<file path="src/rtl/mem_req_arbiter_pkg.sv">
// Shared types and default sizing for the DDR3 memory request arbiter.
package mem_arb_pkg;

    localparam int DEF_NUM_REQ = 3;
    localparam int DEF_ADDR_W  = 23;
    localparam int DEF_DATA_W  = 16;
    localparam int DEF_TIMEOUT = 64;

    typedef enum logic [1:0] {
        ST_IDLE  = 2'd0,
        ST_ISSUE = 2'd1,
        ST_WAIT  = 2'd2,
        ST_DONE  = 2'd3
    } arb_state_t;

    // Width needed to hold a requester index; a lone requester still gets one bit
    function automatic int idxWidth(input int n);
        return (n > 1) ? $clog2(n) : 1;
    endfunction

endpackage

</file>
<file path="src/rtl/mem_req_arbiter_rr_grant.sv">
// Combinational round-robin picker: first active request strictly after the
// pointer, wrapping around, reported as one-hot, as an index and as an any-flag.
module rr_grant
    import mem_arb_pkg::*;
#(
    parameter int NUM_REQ = DEF_NUM_REQ,
    parameter int IDX_W   = idxWidth(DEF_NUM_REQ)
) (
    input  logic [NUM_REQ-1:0] i_req,
    input  logic [IDX_W-1:0]   i_ptr,
    output logic [NUM_REQ-1:0] o_grant,
    output logic [IDX_W-1:0]   o_idx,
    output logic               o_any
);

    // Walk the candidates ptr+1 .. ptr+NUM_REQ (mod NUM_REQ) and keep the first hit,
    // so the requester served last has the lowest priority next time
    always_comb begin
        int cand;
        cand    = 0;
        o_grant = '0;
        o_idx   = '0;
        o_any   = 1'b0;
        for (int k = 1; k <= NUM_REQ; k++) begin
            cand = int'(i_ptr) + k;
            if (cand >= NUM_REQ) begin
                cand = cand - NUM_REQ;
            end
            if (!o_any && i_req[cand]) begin
                o_any         = 1'b1;
                o_grant[cand] = 1'b1;
                o_idx         = IDX_W'(cand);
            end
        end
    end

endmodule

</file>
<file path="src/rtl/mem_req_arbiter.sv">
// Shares the single DDR3 controller port between several requesters.
// One transaction in flight, round-robin grant, req/ack handshake per requester,
// traffic held off until the controller is calibrated, and a completion watchdog.
module mem_req_arbiter
    import mem_arb_pkg::*;
#(
    parameter int NUM_REQ = DEF_NUM_REQ,
    parameter int ADDR_W  = DEF_ADDR_W,
    parameter int DATA_W  = DEF_DATA_W,
    parameter int TIMEOUT = DEF_TIMEOUT
) (
    input  logic                      i_clk,
    input  logic                      i_sys_reset,
    input  logic                      i_mem_ready,
    input  logic [NUM_REQ-1:0]        i_req,
    input  logic [NUM_REQ-1:0]        i_we,
    input  logic [NUM_REQ*ADDR_W-1:0] i_addr,
    input  logic [NUM_REQ*DATA_W-1:0] i_wdata,
    output logic [NUM_REQ-1:0]        o_ack,
    output logic [DATA_W-1:0]         o_rdata,
    output logic                      o_ctl_rd,
    output logic                      o_ctl_wr,
    output logic [ADDR_W-1:0]         o_ctl_addr,
    output logic [DATA_W-1:0]         o_ctl_din,
    input  logic                      i_ctl_busy,
    input  logic [DATA_W-1:0]         i_ctl_dout,
    input  logic                      i_ctl_dout_valid,
    output logic                      o_timeout_err
);

    localparam int              IDX_W   = idxWidth(NUM_REQ);
    localparam int              WD_W    = $clog2(TIMEOUT + 1);
    // Counter value seen during the TIMEOUT-th WAIT cycle (count starts at zero)
    localparam logic [WD_W-1:0] WD_LAST = WD_W'(TIMEOUT - 1);

    arb_state_t          r_state;
    arb_state_t          w_nextState;

    logic [IDX_W-1:0]    r_ptr;
    logic [IDX_W-1:0]    r_prePtr;
    logic [IDX_W-1:0]    r_grantIdx;
    logic                r_we;
    logic [ADDR_W-1:0]   r_ctlAddr;
    logic [DATA_W-1:0]   r_ctlDin;
    logic [DATA_W-1:0]   r_rdata;
    logic [NUM_REQ-1:0]  r_ack;
    logic                r_timeoutErr;
    logic [WD_W-1:0]     r_wdCnt;

    logic [NUM_REQ-1:0]  w_grantOh;
    logic [IDX_W-1:0]    w_grantIdx;
    logic                w_anyReq;
    logic                w_selWe;
    logic [ADDR_W-1:0]   w_selAddr;
    logic [DATA_W-1:0]   w_selWdata;

    logic                w_grantFire;
    logic                w_abort;
    logic                w_complete;
    logic                w_rdCapture;
    logic                w_timeoutHit;

    rr_grant #(
        .NUM_REQ (NUM_REQ),
        .IDX_W   (IDX_W)
    ) u_rrGrant (
        .i_req   (i_req),
        .i_ptr   (r_ptr),
        .o_grant (w_grantOh),
        .o_idx   (w_grantIdx),
        .o_any   (w_anyReq)
    );

    // Route the winning requester's direction, address and write data toward the latches
    always_comb begin
        w_selWe    = 1'b0;
        w_selAddr  = '0;
        w_selWdata = '0;
        for (int i = 0; i < NUM_REQ; i++) begin
            if (w_grantOh[i]) begin
                w_selWe    = i_we[i];
                w_selAddr  = i_addr[i*ADDR_W +: ADDR_W];
                w_selWdata = i_wdata[i*DATA_W +: DATA_W];
            end
        end
    end

    // State register
    always_ff @(posedge i_clk) begin
        if (i_sys_reset) begin
            r_state <= ST_IDLE;
        end else begin
            r_state <= w_nextState;
        end
    end

    // Next-state decode plus the single-cycle events that steer the datapath
    always_comb begin
        w_nextState  = r_state;
        w_grantFire  = 1'b0;
        w_abort      = 1'b0;
        w_complete   = 1'b0;
        w_rdCapture  = 1'b0;
        w_timeoutHit = 1'b0;
        case (r_state)
            ST_IDLE: begin
                if (i_mem_ready && !i_ctl_busy && w_anyReq) begin
                    w_grantFire = 1'b1;
                    w_nextState = ST_ISSUE;
                end
            end
            ST_ISSUE: begin
                if (!i_mem_ready) begin
                    w_abort     = 1'b1;
                    w_nextState = ST_IDLE;
                end else begin
                    w_nextState = ST_WAIT;
                end
            end
            ST_WAIT: begin
                if (!i_mem_ready) begin
                    w_abort     = 1'b1;
                    w_nextState = ST_IDLE;
                end else if (!r_we && i_ctl_dout_valid) begin
                    // Data arriving on the last watchdog cycle still counts as success
                    w_rdCapture = 1'b1;
                    w_complete  = 1'b1;
                    w_nextState = ST_DONE;
                end else if (r_we && !i_ctl_busy && (r_wdCnt != '0)) begin
                    // A nonzero count means the strobe was at least two cycles ago,
                    // so the controller has had time to raise busy for this write
                    w_complete  = 1'b1;
                    w_nextState = ST_DONE;
                end else if (r_wdCnt == WD_LAST) begin
                    w_timeoutHit = 1'b1;
                    w_complete   = 1'b1;
                    w_nextState  = ST_DONE;
                end
            end
            ST_DONE: begin
                w_nextState = ST_IDLE;
            end
            default: begin
                w_nextState = ST_IDLE;
            end
        endcase
    end

    // Command latches, round-robin pointer with abort rollback, watchdog and completion pulses
    always_ff @(posedge i_clk) begin
        if (i_sys_reset) begin
            r_ptr        <= '0;
            r_prePtr     <= '0;
            r_grantIdx   <= '0;
            r_we         <= 1'b0;
            r_ctlAddr    <= '0;
            r_ctlDin     <= '0;
            r_rdata      <= '0;
            r_ack        <= '0;
            r_timeoutErr <= 1'b0;
            r_wdCnt      <= '0;
        end else begin
            r_ack        <= '0;
            r_timeoutErr <= 1'b0;

            if (w_grantFire) begin
                r_grantIdx <= w_grantIdx;
                r_we       <= w_selWe;
                r_ctlAddr  <= w_selAddr;
                r_ctlDin   <= w_selWdata;
                r_prePtr   <= r_ptr;
                r_ptr      <= w_grantIdx;
            end

            if (r_state == ST_ISSUE) begin
                r_wdCnt <= '0;
            end else if (r_state == ST_WAIT) begin
                r_wdCnt <= r_wdCnt + 1'b1;
            end

            if (w_abort) begin
                r_ptr <= r_prePtr;
            end

            if (w_rdCapture) begin
                r_rdata <= i_ctl_dout;
            end

            if (w_timeoutHit) begin
                r_timeoutErr <= 1'b1;
                if (!r_we) begin
                    r_rdata <= '0;
                end
            end

            if (w_complete) begin
                r_ack <= NUM_REQ'(1) << r_grantIdx;
            end
        end
    end

    assign o_ctl_rd      = (r_state == ST_ISSUE) && i_mem_ready && !r_we;
    assign o_ctl_wr      = (r_state == ST_ISSUE) && i_mem_ready &&  r_we;
    assign o_ctl_addr    = r_ctlAddr;
    assign o_ctl_din     = r_ctlDin;
    assign o_ack         = r_ack;
    assign o_rdata       = r_rdata;
    assign o_timeout_err = r_timeoutErr;

    // Handshake sanity: at most one requester acknowledged, never both command strobes
    assert property (@(posedge i_clk) disable iff (i_sys_reset) $onehot0(o_ack));
    assert property (@(posedge i_clk) disable iff (i_sys_reset) !(o_ctl_rd && o_ctl_wr));

endmodule

</file>
<file path="config.mk">
export PLATFORM = sky130hd
export DESIGN_NAME = mem_req_arbiter
export DESIGN_NICKNAME = d
export VERILOG_FILES = /design/src/rtl/mem_req_arbiter_pkg.sv /design/src/rtl/mem_req_arbiter_rr_grant.sv /design/src/rtl/mem_req_arbiter.sv
export SDC_FILE = /design/constraint.sdc
export NUM_CORES = 1
export LEC_CHECK = 0
export ABC_AREA = 1
export CORE_MARGIN = 2
export CORE_UTILIZATION = 32
export DETAILED_ROUTE_END_ITERATION = 10
export PLACE_DENSITY = 0.77
export SLEW_MARGIN = 30
export SYNTH_ARGS = -nofsm -noshare
export SYNTH_HDL_FRONTEND = slang
export SYNTH_HIERARCHICAL = 1
export SYNTH_SLANG_ARGS = --single-unit
</file>
<file path="constraint.sdc">
create_clock -name i_clk -period 2.66 [get_ports i_clk]
set_clock_uncertainty 0.05 [all_clocks]
set_input_delay 0.532 -clock i_clk [delete_from_list [all_inputs] [get_ports i_clk]]
set_output_delay 0.532 -clock i_clk [all_outputs]
set_load 0.01 [all_outputs]
</file>
==> metrics <==
status finished clean; Slew Limit Fails 0; largest net degree at the start of global routing 53; CTS tree built; detailed-route via count 4817; Multi-input gate area 0.002305 mm²; crit-path max cell delay 0.40 ns; worst reg2reg path startpoint r_ptr[1]; # port buffers 204; Avg WL per Cell 13.58 µm; LEAKAGE 2.821 nW; RR Endpoint o_ctl_addr[9]; fraction of synthesized area in multiplexers 0%; Hold WS 0.4091 ns; post-synth net total 805; Peak VDD IR 0.3368 mV; Seq. cell area 0.001501 mm²; Simple-Gate Fraction of Synth Area 34.06%; Rows 42; min cycle time layout 2.443 ns; final wirelength 13940 µm; first-pass GRT wire length 21940 µm; Die W 119.0 µm; vias per inst 4.690; Cell Chain, Critical Path inv_1, ha_4, inv_4, nand2_4, nand3_4, nand2_4, nand2_4, clkinv_2, nand2_2, o21ai_4, clkbuf_16, o21ai_0, nand2_1, nand3_1, o211ai_1, inv_1; sequential share of the synthesized area 35.45%; clk_lat worst skew 0.33 ns; Pwr Density 592.5 mW/mm²; hold depth 1; post-synth top area share 35.45%; Max clock buf depth 2; Max-slew headroom 68.04%; total die area 0.01417 mm²; RePlAce Congestion 0.8779; path type of the worst setup path reg -> reg; Post-Synthesis Cells 652; Min-Delay Endpoint o_ack[2]; global route overflow 0; Crit path buffers/inverters 5; largest cells by area after synthesis dfxtp_1 35%, nand2_1 19%, o211ai_1 7.1%; CP delay by family, top buffers and inverters; Nets 999; Ant. Diodes 0; crit end category register; Clock transition at path regs 0.06 ns; worst-margin pin slew 0.4775 ns; io pins 205; Worst EP required 2.83 ns; Arr. time, crit path 2.62 ns; critical path fanouts, max 26; CTS-repair resized insts 0; Fillers 1252; crit path max-delay cell type dfxtp_1; reg2reg path depth 16; crit-path most repeated cell nand2_4; final hold vios 0; count of different cell masters after synthesis 32; Post-Synth Adder-Cell Area 2.659%; Ys Warns 6; Yosys reg bits 75; fin crit share 91.83%; length of the first detailed-routing pass in iterations 4; Final TNS setup 0 ns; initial antenna violation count 0; CTS Hold Bufs 0; die span in y 119.0 µm; number of global-route vias before repair 4450; HPWL after detailed placement 9947 µm; Synth Area in Compound Gates 16.93%; H-tree Lvls 3; post-synth top area cell dfxtp_1; Synth Area in XOR/XNOR 0%; fraction of layout cells with a size suffix above 1 6.698%; Root Buffer clkbuf_16; postcts setup bufs 0; worst hold path type reg -> reg; Core ar. 0.01309 mm²; DR DRC count 0; Post-Syn Area 0.004235 mm²; All-Layer GR Usage 19.08%; crit path launch type register; area grow syn2layout 61.65%; Fmax achieved 409.4 MHz; CTS buffer count 9; r2r setup slk 0.22 ns; clk sink count 75; unrepaired setup endpoints after global routing no; final setup violation count 0; largest family of logic cells by synthesized area simple AND/OR/NAND/NOR gates; Detail Route Antenna Nets 0; Final Util 52.32%; First DRT Iteration DRCs 252; hold_sp r_grantIdx[0]; Avg Inst Size Synth 6.496 µm²; Initial Utilization 32.37%; Max-Cap Viols 0
## per-layer routing
layer,share of wire [%],up-vias,GRT usage [%]
met5,0,-,0
met4,1.4,0,6.027
li1,-,2494,-
met2,44,183,29.78
met3,8.8,15,5.172
met1,46,2125,25.58
## how the worst max path moves through the flow
stage              from              to  depth (start not counted)
4_1_cts        r_ptr[1]   o_ctl_addr[8]                         17
2_1_floorplan  r_ptr[0]   o_ctl_addr[0]                         17
6_report       r_ptr[1]   o_ctl_addr[9]                         16
3_3_place_gp   i_req[1]  o_ctl_addr[21]                         13
3_5_place_dp   i_req[1]  o_ctl_addr[11]                         13
5_1_grt        r_ptr[0]  o_ctl_addr[14]                         17
## synth_stat cells (all sizes together)
| cell type | instances |
|---|---|
| a21oi | 28 |
| a31oi | 2 |
| and2 | 1 |
| buf | 16 |
| clkbuf | 25 |
| clkinv | 2 |
| dfxtp | 75 |
| ha | 9 |
| inv | 69 |
| nand2 | 218 |
| nand3 | 59 |
| nand3b | 1 |
| nor2 | 39 |
| nor3 | 18 |
| nor4 | 1 |
| o211ai | 40 |
| o21ai | 49 |
## cells by family (layout without fill, tap and decap cells)
| logic type | Yosys count | count (layout) |
|---|---|---|
| buffers and inverters | 112 | 311 |
| DFF | 75 | 75 |
| AOI/OAI and AO/OA | 119 | 119 |
| adders and majority gates | 9 | 9 |
| and+or+nand+nor | 337 | 337 |
## flip-flops by register name (all words and copies together), names as in the netlist
register	count
o_timeout_err	1
o_rdata	16
r_wdCnt	7
r_state	2
r_grantIdx	2
o_ctl_din	16
r_prePtr	2
r_ptr	2
r_we	1
o_ctl_addr	23
o_ack	3
## layout make-up
cell class / instances / area share, %
inverter: 71 / 3.947
sequential: 75 / 21.93
clock inverter: 2 / 0.1462
multi-input combinational: 465 / 33.66
tap: 176 / 3.216
timing repair buffer: 224 / 33.24
clock buffer: 14 / 3.856
## cell usage in the layout (no fill, tap or decap), types with 2 or more instances in the layout
master           count
a21oi_1             28
a31oi_1              2
buf_12               5
buf_4               13
clkbuf_1             3
clkbuf_16           10
clkbuf_8             2
clkdlybuf4s50_1    204
clkinv_2             3
dfxtp_1             75
ha_1                 8
inv_1               64
inv_2                4
nand2_1            212
nand2_2              3
nand2_4              3
nand3_1             55
nand3_2              3
nor2_1              36
nor2_4               2
nor3_1              18
o211ai_1            40
o21ai_0             27
o21ai_1             19
o21ai_4              3
## through the flow
stage / setup slack, ns / total power, mW / cells / instance area, µm²
global route: 0.02173 / 4.335 / 1027 / 6847
CTS: 0.1260 / 4.060 / 1026 / 6805
global placement: 0.1087 / 2.876 / 1010 / 6531
finish: 0.2174 / 4.057 / 1027 / 6847
floorplan: 0.2422 / 2.195 / 652 / 4235
detailed placement: 0.06990 / 2.889 / 1010 / 6531
## where the power goes
part,leakage [nW],internal (mW),switching (mW)
registers,0.611,1.22,0.0584
clock network,0.137,0.681,0.458
logic,2.07,0.751,0.887
total,2.82,2.65,1.40
(Power assumes the default switching activity.)
